--- src/rtl/vga_timing_pkg.sv ---
// vga_timing_pkg: default 640x480 timing, phase type and sync-level helper
package vga_timing_pkg;
  localparam int H_ACTIVE = 640;
  localparam int H_FP     = 16;
  localparam int H_SYNC   = 96;
  localparam int H_BP     = 48;
  localparam int V_ACTIVE = 480;
  localparam int V_FP     = 10;
  localparam int V_SYNC   = 2;
  localparam int V_BP     = 33;
  localparam int H_TOTAL  = H_ACTIVE + H_FP + H_SYNC + H_BP;
  localparam int V_TOTAL  = V_ACTIVE + V_FP + V_SYNC + V_BP;
  typedef enum logic [1:0] {PH_ACT, PH_FP, PH_SYNC, PH_BP} vga_phase_t;
  function automatic logic sync_level(input logic in_sync, input logic pol);
    return in_sync ? pol : ~pol;
  endfunction
endpackage

--- src/rtl/vga_sync_gen_if.sv ---
// vga_sync_gen_if: run enable in, pixel timing outputs out
interface vga_sync_gen_if;
  logic       i_en;
  logic       o_pix_en;
  logic       o_hsync;
  logic       o_vsync;
  logic       o_active;
  logic       o_line_end;
  logic       o_frame_end;
  logic [9:0] o_x;
  logic [9:0] o_y;
  modport master(output i_en, input o_pix_en, o_hsync, o_vsync, o_active, o_line_end, o_frame_end, o_x, o_y);
  modport slave(input i_en, output o_pix_en, o_hsync, o_vsync, o_active, o_line_end, o_frame_end, o_x, o_y);
endinterface

--- src/rtl/vga_axis_counter.sv ---
// vga_axis_counter: one timing axis -- position counter, phase FSM and sync level
module vga_axis_counter
  import vga_timing_pkg::*;
#(
  parameter int ACT      = 640,
  parameter int FP       = 16,
  parameter int SYNC     = 96,
  parameter int BP       = 48,
  parameter bit SYNC_POL = 1'b0
) (
  input  logic       clk,
  input  logic       rst,
  input  logic       i_step,
  output logic       o_wrap,
  output logic [9:0] o_cnt,
  output vga_phase_t o_phase,
  output logic       o_sync
);
  localparam int          TOTAL   = ACT + FP + SYNC + BP;
  localparam logic [10:0] TOTAL_W = 11'(TOTAL);
  localparam logic [9:0]  E_ACT   = 10'(ACT - 1);
  localparam logic [9:0]  E_FP    = 10'(ACT + FP - 1);
  localparam logic [9:0]  E_SYNC  = 10'(ACT + FP + SYNC - 1);
  localparam logic [9:0]  E_TOT   = 10'(TOTAL_W - 11'd1);
  if (TOTAL > 1024) begin : g_bad_total
    $error("vga_axis_counter: total %0d exceeds 1024", TOTAL);
  end
  logic [9:0] r_cnt;
  vga_phase_t r_phase;
  logic       r_sync;
  assign o_wrap  = i_step & (r_cnt == E_TOT);
  assign o_cnt   = r_cnt;
  assign o_phase = r_phase;
  assign o_sync  = r_sync;
  // advance position and phase together so the sync level always matches the count
  always_ff @(posedge clk) begin
    if (rst) begin
      r_cnt   <= '0;
      r_phase <= PH_ACT;
      r_sync  <= sync_level(1'b0, SYNC_POL);
    end else if (i_step) begin
      r_cnt <= o_wrap ? '0 : r_cnt + 10'd1;
      case (r_phase)
        PH_ACT:  if (r_cnt == E_ACT) r_phase <= PH_FP;
        PH_FP:   if (r_cnt == E_FP) begin
          r_phase <= PH_SYNC;
          r_sync  <= sync_level(1'b1, SYNC_POL);
        end
        PH_SYNC: if (r_cnt == E_SYNC) begin
          r_phase <= PH_BP;
          r_sync  <= sync_level(1'b0, SYNC_POL);
        end
        default: if (o_wrap) r_phase <= PH_ACT;
      endcase
    end
  end
endmodule

--- src/rtl/vga_sync_gen.sv ---
// vga_sync_gen: pixel prescaler driving horizontal and vertical timing axes
module vga_sync_gen
  import vga_timing_pkg::*;
#(
  parameter int CLK_DIV  = 2,
  parameter int H_ACTIVE = vga_timing_pkg::H_ACTIVE,
  parameter int H_FP     = vga_timing_pkg::H_FP,
  parameter int H_SYNC   = vga_timing_pkg::H_SYNC,
  parameter int H_BP     = vga_timing_pkg::H_BP,
  parameter int V_ACTIVE = vga_timing_pkg::V_ACTIVE,
  parameter int V_FP     = vga_timing_pkg::V_FP,
  parameter int V_SYNC   = vga_timing_pkg::V_SYNC,
  parameter int V_BP     = vga_timing_pkg::V_BP,
  parameter bit SYNC_POL = 1'b0
) (
  input logic           clk,
  input logic           rst,
  vga_sync_gen_if.slave bus
);
  localparam int             DW       = CLK_DIV > 1 ? $clog2(CLK_DIV) : 1;
  localparam logic [DW-1:0]  DIV_LAST = DW'(CLK_DIV - 1);
  if (CLK_DIV < 1) begin : g_bad_div
    $error("vga_sync_gen: CLK_DIV must be at least 1");
  end
  logic [DW-1:0] r_div;
  logic          w_pix_en;
  logic          w_h_wrap;
  logic          w_v_wrap;
  vga_phase_t    w_h_phase;
  vga_phase_t    w_v_phase;
  assign w_pix_en        = bus.i_en & (r_div == DIV_LAST);
  assign bus.o_pix_en    = w_pix_en;
  assign bus.o_line_end  = w_h_wrap;
  assign bus.o_frame_end = w_v_wrap;
  assign bus.o_active    = (w_h_phase == PH_ACT) & (w_v_phase == PH_ACT);
  // prescaler: one pixel every CLK_DIV clocks, frozen while disabled
  always_ff @(posedge clk) begin
    if (rst) r_div <= '0;
    else if (bus.i_en) r_div <= w_pix_en ? '0 : r_div + 1'b1;
  end
  vga_axis_counter #(
    .ACT(H_ACTIVE), .FP(H_FP), .SYNC(H_SYNC), .BP(H_BP), .SYNC_POL(SYNC_POL)
  ) u_h (
    .clk(clk), .rst(rst), .i_step(w_pix_en), .o_wrap(w_h_wrap),
    .o_cnt(bus.o_x), .o_phase(w_h_phase), .o_sync(bus.o_hsync)
  );
  vga_axis_counter #(
    .ACT(V_ACTIVE), .FP(V_FP), .SYNC(V_SYNC), .BP(V_BP), .SYNC_POL(SYNC_POL)
  ) u_v (
    .clk(clk), .rst(rst), .i_step(w_h_wrap), .o_wrap(w_v_wrap),
    .o_cnt(bus.o_y), .o_phase(w_v_phase), .o_sync(bus.o_vsync)
  );
endmodule

--- src/flat_wrapper.sv ---
// flat-port wrapper written by rule: the top's interface ports become plain ports
module vga_sync_gen_flat import vga_timing_pkg::*;
#(
  parameter int CLK_DIV  = 2,
  parameter int H_ACTIVE = vga_timing_pkg::H_ACTIVE,
  parameter int H_FP     = vga_timing_pkg::H_FP,
  parameter int H_SYNC   = vga_timing_pkg::H_SYNC,
  parameter int H_BP     = vga_timing_pkg::H_BP,
  parameter int V_ACTIVE = vga_timing_pkg::V_ACTIVE,
  parameter int V_FP     = vga_timing_pkg::V_FP,
  parameter int V_SYNC   = vga_timing_pkg::V_SYNC,
  parameter int V_BP     = vga_timing_pkg::V_BP,
  parameter bit SYNC_POL = 1'b0
)
  (clk, rst, bus_i_en, bus_o_pix_en, bus_o_hsync, bus_o_vsync, bus_o_active, bus_o_line_end, bus_o_frame_end, bus_o_x, bus_o_y);
  vga_sync_gen_if bus_i ();
  input logic clk;
  input logic rst;
  input wire logic [$bits(bus_i.i_en)-1:0] bus_i_en;
  output wire logic [$bits(bus_i.o_pix_en)-1:0] bus_o_pix_en;
  output wire logic [$bits(bus_i.o_hsync)-1:0] bus_o_hsync;
  output wire logic [$bits(bus_i.o_vsync)-1:0] bus_o_vsync;
  output wire logic [$bits(bus_i.o_active)-1:0] bus_o_active;
  output wire logic [$bits(bus_i.o_line_end)-1:0] bus_o_line_end;
  output wire logic [$bits(bus_i.o_frame_end)-1:0] bus_o_frame_end;
  output wire logic [$bits(bus_i.o_x)-1:0] bus_o_x;
  output wire logic [$bits(bus_i.o_y)-1:0] bus_o_y;
  assign bus_i.i_en = bus_i_en;
  assign bus_o_pix_en = bus_i.o_pix_en;
  assign bus_o_hsync = bus_i.o_hsync;
  assign bus_o_vsync = bus_i.o_vsync;
  assign bus_o_active = bus_i.o_active;
  assign bus_o_line_end = bus_i.o_line_end;
  assign bus_o_frame_end = bus_i.o_frame_end;
  assign bus_o_x = bus_i.o_x;
  assign bus_o_y = bus_i.o_y;
  vga_sync_gen #(.CLK_DIV(CLK_DIV), .H_ACTIVE(H_ACTIVE), .H_FP(H_FP), .H_SYNC(H_SYNC), .H_BP(H_BP), .V_ACTIVE(V_ACTIVE), .V_FP(V_FP), .V_SYNC(V_SYNC), .V_BP(V_BP), .SYNC_POL(SYNC_POL)) u_core (.clk(clk), .rst(rst), .bus(bus_i));
endmodule
--- config.mk ---
export PLATFORM = sky130hd
export DESIGN_NAME = vga_sync_gen_flat
export DESIGN_NICKNAME = d
export VERILOG_FILES = /design/src/rtl/vga_timing_pkg.sv /design/src/rtl/vga_sync_gen_if.sv /design/src/rtl/vga_axis_counter.sv /design/src/rtl/vga_sync_gen.sv /design/src/flat_wrapper.sv
export SDC_FILE = /design/constraint.sdc
export NUM_CORES = 1
export LEC_CHECK = 0
export BUFFER_PORTS_ARGS = -buffer_cell sky130_fd_sc_hd__buf_2
export CAP_MARGIN = 25
export CORE_ASPECT_RATIO = 0.6
export CORE_UTILIZATION = 45
export DETAILED_ROUTE_END_ITERATION = 7
export GPL_TIMING_DRIVEN = 0
export PLACE_DENSITY = 0.67
export SLEW_MARGIN = 10
export SYNTH_ARGS = -nofsm -noshare
export SYNTH_HDL_FRONTEND = slang
export SYNTH_HIERARCHICAL = 1
export SYNTH_SLANG_ARGS = --single-unit
--- constraint.sdc ---
create_clock -name clk -period 3.5 [get_ports clk]
set_clock_uncertainty 0.15 [all_clocks]
set_input_delay 1.05 -clock clk [delete_from_list [all_inputs] [get_ports clk]]
set_output_delay 1.05 -clock clk [all_outputs]
set_load 0.05 [all_outputs]
Word level (Yosys, flattened, before mapping)
Index checks and enable logic that the tools add are counted.

Bits in registers: 27. Output and inout bits: 26. Word-level logic and storage cells: 61.

Add/subtract/negate cells: 3. Eq/ne operators: 18. Multiplexer cells: 19. Bitwise gates (word level): 4. Reduce and logical (&&, ||, !) cells: 10.

Operators with widths (number): equality test 10 bit, second input constant (5); equality test 10 x 9 -> 1 bit, second input constant (3); adder 10 x 1 -> 10 bit, second input constant (2); two-way mux 10 bit (2); two-way mux 2 bit (8); != test 2 bit, second input constant (6); one-hot mux 2 bit (3 select lines) (2); AND reduction 5 bit (2); AND reduction 4 bit (2); nonzero test 4 bit (2); two-way mux 1 bit (5); AND 1 bit (4); equality test 2 x 1 -> 1 bit, second input constant (2); equality test 2 bit, second input constant (2); zero test 2 bit (2); one-hot mux 1 bit (2 select lines) (2); nonzero test 2 bit (2); adder 1 bit, second input constant (1).

Logic depth before layout (Yosys ltp)
Gate-level depths: netlist of run 1.

Depth after elaboration: 5. Gate-level depth with buffers: 11. Depth with buffers taken out: 9.

Hierarchy
Netlist of run 1, hierarchy kept.

By module, submodules not included: vga_axis_counter at u_core.u_v (times used 1, cells an instance 85, area each 758.2 um2, sequential area each 260.2 um2); vga_axis_counter at u_core.u_h (times used 1, cells an instance 84, area each 709.4 um2, sequential area each 260.2 um2); vga_sync_gen (times used 1, cells an instance 5, area each 51.3 um2, sequential area each 20.0 um2).

Least setup slack after synthesis of run 1
No wires, ideal clock.

Path type: input port to output port. Start: input bus_i_en. End: output bus_o_frame_end. Arrival: 3.444 ns. Required time: 2.300 ns. Slack: -1.144 ns. Stages on the path: 9. Cells stage by stage: and2_1 -> buf_2 -> and4_2 -> nand4_1 -> inv_1 -> clkbuf_2 -> and3_1 -> nand3_2 -> inv_1.

Longest elaborated chain between the ends: 3.

RTL lines: from (decl) (RTL line flat_wrapper.sv:19) `input wire logic [$bits(bus_i.i_en)-1:0] bus_i_en;`; AND 1 bit (RTL line vga_sync_gen.sv:31) `assign w_pix_en = bus.i_en & (r_div == DIV_LAST);`; AND 1 bit (RTL line vga_axis_counter.sv:31) `assign o_wrap = i_step & (r_cnt == E_TOT);`; net bus_o_line_end (RTL line flat_wrapper.sv:24) `output wire logic [$bits(bus_i.o_line_end)-1:0] bus_o_line_end;`; AND 1 bit (RTL line vga_axis_counter.sv:31); to (decl) (RTL line flat_wrapper.sv:25) `output wire logic [$bits(bus_i.o_frame_end)-1:0] bus_o_frame_end;`.

The timed path passes the listed nets, and every way through them passes these cells.

Worst setup path in the final report of run 1
Start: input bus_i_en. End: output bus_o_frame_end.

Longest elaborated chain between the ends: 3.

RTL lines (RTL line): AND 1 bit (vga_sync_gen.sv:31); AND 1 bit (2 in a row) (vga_axis_counter.sv:31).

Every way passes these cells.

==> results.json, run 1 <==
{
  "io_pins": 29,
  "yosys_warnings": 6,
  "place_inst": 244,
  "synth_flop_cell": "dfxtp_1",
  "clock-root-buffer": "clkbuf_8",
  "reg2regPathDepth": 9,
  "grt_max_degree": 16,
  "worstSetupPathType": "in -> out",
  "synth.area.top_cells": "dfxtp_1 36%, ha_1 8.2%, xor2_1 5.8%",
  "die_x_um": 77.0,
  "cp-end-kind": "primary output",
  "post-route-period-util_pct": 98.8,
  "grt_pass1_vias": 1240,
  "synthesis.area_um2": 1520,
  "hold_violations": 0,
  "yosys-top-cells-count": "27 x dfxtp_1, 23 x nor2_1, 17 x nand2_1",
  "firstDrtPassIters": 5,
  "critPathMaxFanout": 3,
  "synth_nets": 187,
  "synth_top_area_share_pct": 35.6,
  "grt_pass1_wl_um": 5900,
  "whs_endpoint": "u_core/u_h/o_sync",
  "dieHeight_um": 47.0,
  "floorplan.initialDensity_pct": 50.0,
  "grt_usage_pct": 21.6,
  "synth.avg_cell_area_um2": 8.73,
  "drv_cap": 0,
  "vdd_drop_max_v": 0.000178,
  "synth_most_common_cell": "dfxtp_1",
  "crit_chain": "buf_6 -> and2_4 -> and4_4 -> nand4_1 -> inv_4 -> and3_4 -> nand3_4 -> clkinvlp_4 -> buf_8",
  "crit-reg2reg-capture": "u_core/u_v/o_sync",
  "via_per_inst": 5.52,
  "power.leakage_nw": 0.748,
  "dp_hpwl_um": 2770,
  "worst_pin_slew_ps": 403,
  "antenna_cells": 0,
  "drv_slew": 0,
  "route.detailed.drc": 0,
  "cts_buffers": 3,
  "row_count": 15,
  "post-route-min-period_ps": 3460,
  "cp_slowest_cell": "and4_4",
  "postSynthCellCount": 174,
  "r2r_slack_ps": 1020,
  "port_buffers": 28,
  "timing.slew.headroom_pct": 73.1,
  "final.setup.tns_ps": 0,
  "cts_tree": "built",
  "clk_latency_ps": 270,
  "netlist.top_cell.by_area": "dfxtp_1",
  "p_total_mw": 0.521,
  "worst_ep_required_time_ps": 2300,
  "cts.clk_slew.worst_paths_ps": 100,
  "layoutNonFillerInstCount": 254,
  "worst_hold_slack_ps": 338,
  "cp_data_arrival_time_ps": 2260,
  "rsz0062_at_grt": "no",
  "clockBufferDepth": 2,
  "hp-class": "reg -> reg",
  "antenna_found_initial": 0,
  "routedWlPerCell_um": 14.4,
  "vias": 1401,
  "core-area_um2": 3040,
  "setup_viol": 0,
  "layout-drive-gt1-share_pct": 26.9,
  "synth-seq-cells": 27,
  "dieArea_um2": 3620,
  "synth_cell_types": 43,
  "drt-total-wl_um": 3670,
  "routabilityCongestion": 0.829,
  "holdCritStartpoint": "u_core/u_h/o_sync",
  "synthArstFlopShare_pct": 0,
  "timing.rr.start": "u_core/u_h/o_cnt[0]",
  "drt_iter0_drc": 78,
  "synth-edff-count": 0,
  "critPathMaxStageDelay_ps": 200,
  "drt.antenna.violating_nets": 0,
  "outcome": "finished, final reports clean",
  "clock.fmax_ghz": 0.289,
  "power.density_nw_per_um2": 282,
  "ys_seq_area_share_pct": 35.6,
  "nets": 226,
  "syn2layout_area_growth_pct": 21.6,
  "start_kind": "primary input",
  "gr-total-overflow": 0,
  "cts_htree_levels": 1,
  "hold_depth": 1,
  "cts_sinks": 27
}
power by group:
group	switching [mW]	internal, mW
Sequential	0.00217	0.309
Combinational	0.0184	0.00964
Clock	0.101	0.0799
area by class of cell:
cell class / count / area (µm²)
fillers: 282 / 1190
multi-input cells: 133 / 940
flip-flops and latches: 27 / 541
repair buffers: 36 / 216
well taps: 42 / 52.6
inverters: 10 / 43.8
clock buffers: 3 / 41.3
plain buffers: 2 / 7.51
clock inverters: 1 / 5.00
layout by cell type (no fill, tap or decap), types with 2 or more instances in the layout:
| cell | n |
|---|---|
| nor2_1 | 23 |
| clkbuf_8 | 3 |
| nand3b_1 | 4 |
| nor3_1 | 2 |
| buf_2 | 26 |
| and3_2 | 2 |
| a221o_1 | 2 |
| dfxtp_1 | 27 |
| nand4_1 | 6 |
| o22ai_1 | 2 |
| nand2_1 | 17 |
| a31oi_1 | 2 |
| buf_4 | 8 |
| a21oi_1 | 6 |
| nand2b_1 | 8 |
| inv_1 | 8 |
| xor2_1 | 10 |
| nand3_1 | 5 |
| clkbuf_1 | 2 |
| xnor2_1 | 6 |
| ha_1 | 10 |
| o21a_1 | 2 |
| and3_1 | 4 |
state kept, by name, summed over array words and instances, names as in the netlist:
register	flops
u_core/u_h/o_cnt	10
u_core/u_v/o_cnt	10
u_core/u_h/o_phase	2
u_core/u_v/o_phase	2
u_core/r_div	1
u_core/u_h/o_sync	1
u_core/u_v/o_sync	1
worst max path at each step:
stage,slack (ps),end,from
2_1_floorplan,-490,bus_o_frame_end,bus_i_en
3_3_place_gp,-560,bus_o_frame_end,bus_i_en
3_5_place_dp,-620,bus_o_frame_end,bus_i_en
4_1_cts,10,bus_o_frame_end,bus_i_en
5_1_grt,8,bus_o_frame_end,bus_i_en
6_report,40,bus_o_frame_end,bus_i_en
routing by layer:
layer,share of wire (%),wire (µm),global-route usage [%],vias up
met5,0,0,0,-
met4,0.74,27,6.04,0
met2,43,1580,33.9,37
met3,5.4,197,5.24,5
met1,51,1870,30.2,675
li1,-,-,-,684
cell families (layout without fill, tap and decap cells):
logic type,count (synthesis),count (layout),share of synthesized area (%)
AOI/OAI and AO/OA,23,23,11.9
muxes,1,1,0.659
xor gates and xnor gates,16,16,9.23
buffers and inverters,14,52,3.62
DFF,27,27,35.6
adders and majority gates,10,10,8.24
and+or+nand+nor,83,83,30.7
metrics by stage:
stage | util [%] | setup WS [ps] | instance area (µm²)
5_1_grt | 60.7 | 7.92 | 1850
3_3_place_gp | 57.5 | -560 | 1750
4_1_cts | 60.0 | 11.7 | 1830
3_5_place_dp | 57.5 | -618 | 1750
6_report | 60.7 | 41.6 | 1850
2_1_floorplan | - | -493 | 1560
critical path: cells and delay by family:
kind                   cells  cell delay (ps)
AND/OR/NAND/NOR            5              800
buffers and inverters      4              420
timing repair:
item | 4_1_cts | 5_1_grt
hold buffers | 0 | 0
setup buffers | 6 | 2
setup endpoints to repair | 2 | 1
pin swaps | 1 | 0
resized for setup | 3 | 1
No activity file was read; power rests on OpenSTA's default activity.
==> inputs of run 2 (changes only) <==
Settings changed: CORE_UTILIZATION 45 to 53, PLACE_DENSITY 0.67 to 0.77.
==> run 2 against run 1 <==
  * Final cell count rose by 0.79%
  * Register-to-register slack got worse by 590 ps
  * Setup slack got worse by 28 ps
  * Sequential share of layout area fell by 1.2 points
  * Clock power rose by 2%
==> results.json, run 2 (same netlist as run 1, synthesis figures left out) <==
{
  "outcome": "finished, final reports clean",
  "vdd_drop_max_v": 0.000235,
  "nets": 238,
  "timing.slew.headroom_pct": 72.8,
  "final_common_cell": "dfxtp_1",
  "syn2layout_area_growth_pct": 26.9,
  "clockBufferDepth": 2,
  "firstDrtPassIters": 7,
  "power.leakage_nw": 0.799,
  "cp-end-kind": "primary output",
  "start_kind": "primary input",
  "hp-class": "reg -> reg",
  "preCtsSetupSlack_ps": -557,
  "dpl_cell_area_um2": 1740,
  "vias": 1524,
  "grt_pass1_vias": 1345,
  "drt.antenna.violating_nets": 0,
  "post-route-period-util_pct": 99.6,
  "drt_iter0_drc": 132,
  "route.detailed.drc": 0,
  "worstSetupPathType": "in -> out",
  "cts.clk_slew.worst_paths_ps": 90,
  "holdCritStartpoint": "u_core/u_v/o_sync",
  "routedWlPerCell_um": 16.3,
  "p_total_mw": 0.524,
  "routabilityCongestion": 0.887,
  "antenna_found_initial": 0,
  "grt_pass1_wl_um": 6710,
  "cts_buffers": 3,
  "core-area_um2": 2610,
  "cts_htree_levels": 1,
  "hold_buffers": 0,
  "worst_pin_slew_ps": 402,
  "place_inst": 234,
  "critical_path.startpoint": "bus_i_en",
  "drv_cap": 0,
  "layoutNonFillerInstCount": 256,
  "stdcell_area_um2": 1930,
  "dieHeight_um": 43.5,
  "setup_viol": 0,
  "port_buffers": 28,
  "clk_latency_ps": 280,
  "timing.rr.start": "u_core/u_h/o_cnt[0]",
  "cp_data_arrival_time_ps": 2290,
  "dp_hpwl_um": 2710,
  "floorplan.initialDensity_pct": 58.2,
  "dieArea_um2": 3090,
  "drt-total-wl_um": 4170,
  "grt_usage_pct": 28.7,
  "die_x_um": 71.1,
  "critPathMaxFanout": 3,
  "grt_max_degree": 16,
  "via_per_inst": 5.95,
  "finalWorstSetupSlack_ps": 13.6,
  "drv_slew": 0,
  "power.density_nw_per_um2": 272,
  "worst_hold_slack_ps": 344,
  "gr-total-overflow": 0,
  "antenna_cells": 0,
  "r2r_slack_ps": 430,
  "io_pins": 29,
  "hold_violations": 0,
  "final.setup.tns_ps": 0,
  "post-route-min-period_ps": 3490,
  "clock-root-buffer": "clkbuf_8",
  "final_cell_mix": "27 x dfxtp_1, 26 x buf_2, 23 x nor2_1",
  "cts_sinks": 27,
  "layout-drive-gt1-share_pct": 30.8,
  "nFillCells": 187,
  "final_core_util_pct": 73.9,
  "worst_ep_required_time_ps": 2300,
  "row_count": 14,
  "cts_tree": "built",
  "clock.fmax_ghz": 0.287
}
run 2: cell types whose count changed in the layout (fill, tap and decap cells not counted), sizes merged:
| cell | before | now |
|---|---|---|
| buf | 36 | 48 |
run 2: final timing paths:
check                                             end  cells past startpoint
worst max register to register  u_core/u_h/o_phase[1]                     16
worst min-delay path                u_core/u_v/o_sync                      1
worst max-delay path                  bus_o_frame_end                      9
worst min register to register      u_core/u_v/o_sync                      1
run 2: power by group:
part           leakage, nW  total [mW]  switching [mW]  internal, mW
logic                0.555      0.0281          0.0185       0.00960
clock network       0.0255       0.185           0.104        0.0802
registers            0.218       0.311         0.00221         0.309
total                0.799       0.524           0.125         0.399
run 2: final cells by class:
| cell class | count | area, µm² | share of cell area [%] |
|---|---|---|---|
| sequential | 27 | 541 | 28.0 |
| inverter | 10 | 43.8 | 2.27 |
| buffer | 2 | 7.51 | 0.389 |
| timing repair buffer | 48 | 307 | 15.9 |
| multi-input combinational | 133 | 943 | 48.9 |
| clock buffer | 3 | 41.3 | 2.14 |
| clock inverter | 1 | 5.00 | 0.260 |
| tap | 32 | 40.0 | 2.08 |
run 2: layer usage:
metal,GRT usage (%),wire (µm)
met5,0,0
met4,8.80,89
met3,6.28,337
met2,44.2,1860
met1,40.8,1890
run 2: timing repair:
action / in CTS / in global routing
setup buffers: 20 / 3
gates resized for setup: 5 / 1
endpoints found under the setup margin: 2 / 10
pin swaps: 1 / 0
run 2: critical path: stages:
cell and delay, ps:
buf_6 70, and2_4 140, and4_4 200, nand4_1 190, inv_4 130, and3_4 200, nand3_4 80, clkinvlp_4 100
buf_8 140
